[src/rtl/multi_clk_en_pkg.sv]
// Shared definitions for the multi-channel clock-enable generator.
// Holds the divisor floor, the nominal system clock rate, the reset divisor,
// the per-channel configuration record and the clamp applied on every
// configuration write.
package multi_clk_en_pkg;

  // Width of the configuration record; channel counters may be narrower.
  localparam int CFG_W       = 28;
  localparam int CLK_HZ      = 100000000;
  localparam int DEFAULT_DIV = 100000000;

  localparam logic [CFG_W-1:0] DIV_MIN = 28'd2;

  typedef struct packed {
    logic [CFG_W-1:0] div;
    logic [CFG_W-1:0] high;
  } ch_cfg_t;

  // Divisor is floored at DIV_MIN; high time never exceeds the stored divisor,
  // so high == div gives a constant-1 wave and high == 0 a constant-0 wave.
  function automatic ch_cfg_t clamp_cfg(input logic [CFG_W-1:0] div_in,
                                        input logic [CFG_W-1:0] high_in);
    ch_cfg_t cfg;
    if (div_in < DIV_MIN) begin
      cfg.div = DIV_MIN;
    end else begin
      cfg.div = div_in;
    end
    if (high_in > cfg.div) begin
      cfg.high = cfg.div;
    end else begin
      cfg.high = high_in;
    end
    return cfg;
  endfunction

endpackage

[src/rtl/multi_clk_en_gen_ch.sv]
// clk_en_ch: one clock-enable channel.
// Counts 0..div-1 while enabled and produces a registered one-cycle tick in
// the cycle the counter shows div-1, plus a registered PWM level that is high
// while the counter is >= div-high. New settings land in a shadow and are
// promoted to the active pair only where a fresh period starts.
// Ports:
//   clk, reset_n        system clock, asynchronous active-low reset
//   en                  run enable; low holds the counter at 0
//   restart             force a new period on the next edge (if enabled)
//   wr                  write strobe for this channel (already clamped data)
//   wr_div, wr_high     clamped period / high time
//   tick, wave          registered tick pulse and PWM level
//   pending             shadow holds a write not yet promoted
module clk_en_ch #(
  parameter int               CNT_W    = 28,
  parameter logic [CNT_W-1:0] RST_DIV  = CNT_W'(2),
  parameter logic [CNT_W-1:0] RST_HIGH = CNT_W'(1)
) (
  input  logic             clk,
  input  logic             reset_n,
  input  logic             en,
  input  logic             restart,
  input  logic             wr,
  input  logic [CNT_W-1:0] wr_div,
  input  logic [CNT_W-1:0] wr_high,
  output logic             tick,
  output logic             wave,
  output logic             pending
);

  logic [CNT_W-1:0] cnt_r, div_r, high_r, sdiv_r, shigh_r;
  logic             run_r, pend_r, tick_r, wave_r;

  logic [CNT_W-1:0] cnt_nxt_s, div_nxt_s, high_nxt_s, sdiv_nxt_s, shigh_nxt_s;
  logic             pend_nxt_s, tick_nxt_s, wave_nxt_s;
  logic             wrap_s, fresh_s, apply_s;

  // Next-state: counter, shadow promotion, shadow capture and output levels.
  always_comb begin
    wrap_s  = (cnt_r == (div_r - CNT_W'(1)));
    // A new period (or idle) begins on this edge: disabled, first enabled
    // edge after idle, forced restart, or natural wrap after the tick cycle.
    fresh_s = !en || !run_r || restart || wrap_s;
    apply_s = pend_r && fresh_s;

    if (apply_s) begin
      div_nxt_s  = sdiv_r;
      high_nxt_s = shigh_r;
    end else begin
      div_nxt_s  = div_r;
      high_nxt_s = high_r;
    end

    if (fresh_s) begin
      cnt_nxt_s = {CNT_W{1'b0}};
    end else begin
      cnt_nxt_s = cnt_r + CNT_W'(1);
    end

    // A write coinciding with a promotion is kept for the next boundary;
    // the promotion above uses the shadow contents from before the write.
    if (wr) begin
      sdiv_nxt_s  = wr_div;
      shigh_nxt_s = wr_high;
      pend_nxt_s  = 1'b1;
    end else begin
      sdiv_nxt_s  = sdiv_r;
      shigh_nxt_s = shigh_r;
      pend_nxt_s  = pend_r && !apply_s;
    end

    // Outputs are computed from next-state values so that the registered
    // tick/wave line up with the registered counter.
    if (en && !restart) begin
      tick_nxt_s = (cnt_nxt_s == (div_nxt_s - CNT_W'(1)));
      wave_nxt_s = (cnt_nxt_s >= (div_nxt_s - high_nxt_s));
    end else begin
      tick_nxt_s = 1'b0;
      wave_nxt_s = 1'b0;
    end
  end

  // Channel state registers with asynchronous reset to the default setting.
  always_ff @(posedge clk or negedge reset_n) begin
    if (!reset_n) begin
      cnt_r   <= {CNT_W{1'b0}};
      div_r   <= RST_DIV;
      high_r  <= RST_HIGH;
      sdiv_r  <= RST_DIV;
      shigh_r <= RST_HIGH;
      run_r   <= 1'b0;
      pend_r  <= 1'b0;
      tick_r  <= 1'b0;
      wave_r  <= 1'b0;
    end else begin
      cnt_r   <= cnt_nxt_s;
      div_r   <= div_nxt_s;
      high_r  <= high_nxt_s;
      sdiv_r  <= sdiv_nxt_s;
      shigh_r <= shigh_nxt_s;
      run_r   <= en;
      pend_r  <= pend_nxt_s;
      tick_r  <= tick_nxt_s;
      wave_r  <= wave_nxt_s;
    end
  end

  assign tick    = tick_r;
  assign wave    = wave_r;
  assign pending = pend_r;

endmodule

[src/rtl/multi_clk_en_gen.sv]
// multi_clk_en_gen: NUM_CH independent clock-enable generators on one clock.
// Decodes the configuration write to a channel, clamps the written values
// and instantiates one clk_en_ch per channel. No derived clocks leave here.
// Optional feature macro: SYNC_RESTART_EN (adds input sync_restart, which
// restarts every enabled channel at cnt=0 and promotes pending shadows).
// Ports:
//   clk, reset_n        system clock, asynchronous active-low reset
//   ch_en               per-channel run enable
//   cfg_wr, cfg_ch      write strobe and target channel (out of range ignored)
//   cfg_div, cfg_high   requested period / high time in clk cycles
//   sync_restart        (SYNC_RESTART_EN only) phase-align all channels
//   tick, wave          per-channel registered tick and PWM level
//   cfg_pending         per-channel shadow-not-yet-active flag
module multi_clk_en_gen #(
  parameter int NUM_CH      = 4,
  parameter int CNT_W       = 28,
  parameter int DEFAULT_DIV = multi_clk_en_pkg::DEFAULT_DIV,
  parameter int CH_W        = (NUM_CH > 1) ? $clog2(NUM_CH) : 1
) (
  input  logic              clk,
  input  logic              reset_n,
  input  logic [NUM_CH-1:0] ch_en,
  input  logic              cfg_wr,
  input  logic [CH_W-1:0]   cfg_ch,
  input  logic [CNT_W-1:0]  cfg_div,
  input  logic [CNT_W-1:0]  cfg_high,
`ifdef SYNC_RESTART_EN
  input  logic              sync_restart,
`endif
  output logic [NUM_CH-1:0] tick,
  output logic [NUM_CH-1:0] wave,
  output logic [NUM_CH-1:0] cfg_pending
);

  import multi_clk_en_pkg::*;

  localparam logic [CNT_W-1:0] RST_DIV  = CNT_W'(DEFAULT_DIV);
  localparam logic [CNT_W-1:0] RST_HIGH = CNT_W'(DEFAULT_DIV / 2);

  ch_cfg_t          clamped_s;
  logic [CNT_W-1:0] wr_div_s, wr_high_s;
  logic [NUM_CH-1:0] wr_sel_s;
  logic             restart_s;

  // Clamp the written divisor/high time once for all channels.
  always_comb begin
    clamped_s = clamp_cfg(CFG_W'(cfg_div), CFG_W'(cfg_high));
    wr_div_s  = clamped_s.div[CNT_W-1:0];
    wr_high_s = clamped_s.high[CNT_W-1:0];
  end

  // One-hot write select; a cfg_ch beyond the last channel selects nothing.
  always_comb begin
    wr_sel_s = {NUM_CH{1'b0}};
    for (int i = 0; i < NUM_CH; i++) begin
      if (cfg_wr && (32'(cfg_ch) == i)) begin
        wr_sel_s[i] = 1'b1;
      end else begin
        wr_sel_s[i] = 1'b0;
      end
    end
  end

`ifdef SYNC_RESTART_EN
  assign restart_s = sync_restart;
`else
  assign restart_s = 1'b0;
`endif

  for (genvar g = 0; g < NUM_CH; g++) begin : g_ch
    clk_en_ch #(
      .CNT_W    (CNT_W),
      .RST_DIV  (RST_DIV),
      .RST_HIGH (RST_HIGH)
    ) u_ch (
      .clk      (clk),
      .reset_n  (reset_n),
      .en       (ch_en[g]),
      .restart  (restart_s),
      .wr       (wr_sel_s[g]),
      .wr_div   (wr_div_s),
      .wr_high  (wr_high_s),
      .tick     (tick[g]),
      .wave     (wave[g]),
      .pending  (cfg_pending[g])
    );
  end

endmodule

[config.mk]
export PLATFORM = sky130hd
export DESIGN_NAME = multi_clk_en_gen
export DESIGN_NICKNAME = d
export VERILOG_FILES = /design/src/rtl/multi_clk_en_pkg.sv /design/src/rtl/multi_clk_en_gen_ch.sv /design/src/rtl/multi_clk_en_gen.sv
export SDC_FILE = /design/constraint.sdc
export NUM_CORES = 2
export LEC_CHECK = 0
export CORE_MARGIN = 3
export CORE_UTILIZATION = 57
export DETAILED_ROUTE_END_ITERATION = 10
export PLACE_DENSITY = 0.74
export SYNTH_ARGS = -nofsm -noshare
export SYNTH_HDL_FRONTEND = slang
export SYNTH_SLANG_ARGS = --single-unit
[constraint.sdc]
create_clock -name clk -period 16.24 [get_ports clk]
set_input_delay 1.624 -clock clk [delete_from_list [all_inputs] [get_ports clk]]
set_output_delay 1.624 -clock clk [all_outputs]
set_load 0.02 [all_outputs]
==> reports/qor.txt <==
Final WL = 117000 µm
Die Width = 270 µm
Floorplan row count = 96
Most used DFF post-synth = dfrtp_1
Final setup violation count = 0
# nets final = 4725
Die footprint = 72900 µm²
Synth Net Count = 4721
Sequential-to-total area share from yosys stat = 0.369
Post-CTS Resized = 0
Yosys Warn Count = 0
Chip height = 270 µm
Post-Layout Cell Count = 5401
Detail Route Antenna Nets = 0
PD cells = 164 nW/µm²
Post-Syn Instances = 4406
Slowest CP cell = buf_4
Post-synth ARST share = 1.00
Vias per cell = 6.10
Inst Count DP = 5272
Period utilization = 0.546
Worst path top cell family by delay = compound AO/OA/AOI/OAI gates
Largest net degree at the start of global routing = 169
RSZ-0062 raised after global routing = no
Dpl ws = 7.47 ns
Max VDD drop = 0.000108 V
Mux cell area share after synthesis = 0.0677
Vias in the first global route = 31337
Worst-margin pin slew = 1.25 ns
Crit path max fanout = 53
Area contributors post-synth = dfrtp_1 24%, dfstp_2 13%, ha_1 7.8%, xnor2_1 6.1%, mux2i_1 4.8%
Critical Path AT = 9.36 ns
Post-Synth XOR/XNOR Area = 0.109
Layout area overhead = 10.1%
H-tree levels = 3
Root buffer cell = clkbuf_16
Unique masters post-synth = 107
Core Area = 68800 µm²
Gpl congestion = 0.945
Worst Hold Class = reg -> reg
Initial antenna violation count = 14
Clock skew = 0.0191 ns
Cts hold-fix bufs = 0
Post-CTS setup buffers = 0
Register bit total from synthesis = 576
Clk_lat worst skew = 0.62 ns
Per-cell routed wire length = 21.6 µm
Pre-antenna DRT Iters = 5
Multi-input gate area = 23300 µm²
Iter 0 DRT Violations = 3138
Total Power = 7.16 mW
CTS clk-pin slew, worst paths = 0.06 ns
Placed wire-length estimate = 87100 µm
Vias = 32959
P_leak = 20.2 nW
Largest family of logic cells by synthesized area = simple AND/OR/NAND/NOR gates
Mapped cell area = 39700 µm²
Synth Area in Adders = 0.0825
Post-synth EDFFs = 0
Critical path launch point type = flip-flop
CTS tree = done
Max-Cap Viols = 0
Num Clock Sinks = 576
F_max = 0.113 GHz
Post-route setup slack = 7.37 ns
DRC Markers = 0
Setup TNS = 0 ns
Total global-route track usage = 0.316
First-pass GRT wire length = 181000 µm
Compound-gate portion of the synthesized area = 0.142
Layout cell share with drive strength beyond 1 = 0.107
Grt ovf = 0
Crit path kind = reg -> reg
Fillers = 5842
Area leader, netlist = dfrtp_1
Hold Fails Final Rpt = 0
Run status = complete, no violations
Avg Inst Size Synth = 9.01 µm²
CTS Buf Count = 67
Simple-gate area share of the yosys netlist = 0.184
CP endpoint kind = flip-flop
I/O pins = 77
Min Tclk post-route = 8.87 ns
Crit path required time = 16.73 ns
Max_slew headroom = 0.141
Top cell type's share of synthesized area = 0.242
WP buf/inv = 2
IO buf count = 76
CTS max path bufs = 3
CP max stage delay = 0.69 ns
CP most frequent cell = a21o_1
FF/Latch Area = 14700 µm²
Slew Viols, Final = 0
Initial Utilization = 0.577
==> routing by layer <==
| layer | track usage | share of wire |
|---|---|---|
| met2 | 0.460 | 0.42 |
| met1 | 0.463 | 0.45 |
| met5 | 0 | 0.00023 |
| met4 | 0.113 | 0.035 |
| met3 | 0.0666 | 0.092 |
==> flip-flops by register name, indices dropped and copies added (netlist names) <==
name               count
g_ch.u_ch.sdiv_r     112
g_ch.u_ch.run_r        4
g_ch.u_ch.tick         4
g_ch.u_ch.div_r      112
g_ch.u_ch.shigh_r    112
g_ch.u_ch.pending      4
g_ch.u_ch.high_r     112
g_ch.u_ch.cnt_r      112
g_ch.u_ch.wave         4
==> stage by stage <==
| step | hold slack (ns) | area, µm² | utilization |
|---|---|---|---|
| 2_1_floorplan | 0.441 | 39700 | - |
| 3_3_place_gp | 0.456 | 41200 | 0.599 |
| 3_5_place_dp | 0.466 | 41200 | 0.599 |
| 4_1_cts | 0.476 | 43700 | 0.635 |
| 5_1_grt | 0.489 | 43700 | 0.635 |
| 6_report | 0.473 | 43700 | 0.635 |
==> layout make-up <==
class	count	area share
repair buffers	114	0.0246
flip-flops and latches	576	0.335
inverters	270	0.0232
clock inverters	36	0.0120
multi-input cells	3381	0.534
diodes	5	0.000286
clock buffers	88	0.0443
well taps	931	0.0267
==> path summary, 6_finish.rpt <==
check / to / startpoint / slack (ns) / depth (start not counted)
min reg2reg: g_ch[3].u_ch.sdiv_r[4]$_DFFE_PN0P_ / g_ch[3].u_ch.sdiv_r[4]$_DFFE_PN0P_ / 0.47 / 2
min in group asynchronous: g_ch[2].u_ch.div_r[27]$_DFF_PN0_ / reset_n / 1.06 / 1
max in group asynchronous: g_ch[0].u_ch.shigh_r[1]$_DFFE_PN0P_ / reset_n / 12.74 / 3
max reg2reg: g_ch[1].u_ch.wave$_DFF_PN0_ / g_ch[1].u_ch.div_r[2]$_DFF_PN0_ / 7.37 / 31
min: g_ch[3].u_ch.sdiv_r[4]$_DFFE_PN0P_ / g_ch[3].u_ch.sdiv_r[4]$_DFFE_PN0P_ / 0.47 / 2
max: g_ch[1].u_ch.wave$_DFF_PN0_ / g_ch[1].u_ch.div_r[2]$_DFF_PN0_ / 7.37 / 31
==> cells in the mapped netlist (all sizes together), types with 116 or more instances <==
| cell | count |
|---|---|
| a21oi | 190 |
| clkbuf | 126 |
| dfrtp | 384 |
| dfstp | 192 |
| ha | 249 |
| inv | 270 |
| mux2i | 189 |
| nand2 | 429 |
| nand3 | 116 |
| nor2 | 324 |
| nor3 | 125 |
| o21ai | 351 |
| xnor2 | 276 |
| xor2 | 210 |
==> kinds of logic (layout without fill, tap and decap cells) <==
family | count (synthesis) | count (layout)
AO/OA/AOI/OAI | 898 | 898
XOR/XNOR | 489 | 489
adder cells (fa/ha/maj) | 264 | 264
buffers and inverters | 449 | 508
flip-flops | 576 | 576
multiplexers | 259 | 259
other | 0 | 5
AND/OR/NAND/NOR | 1471 | 1471
==> cell usage in the layout (no fill, tap or decap), types with 81 or more instances in the layout <==
cell type  count
dfstp_2      192
dfrtp_1      384
o21ai_0      350
inv_1        270
nor3_1       123
nor2_1       324
nand2_1      428
xor2_1       210
nand4_1       81
mux2i_1      189
a21oi_1      188
a21o_1        99
ha_1         249
nand3_1      115
xnor2_1      276
==> worst min-delay path, cell delays in order (launching register included) <==
cell,delay (ns)
dfrtp_1,0.33
nand2_1,0.05
o21ai_0,0.06
==> power breakdown <==
part / switching (mW) / internal [mW]
Combinational: 1.97 / 1.40
Sequential: 0.298 / 1.80
Clock: 0.662 / 1.03
Power figures use the tool's default switching activity.
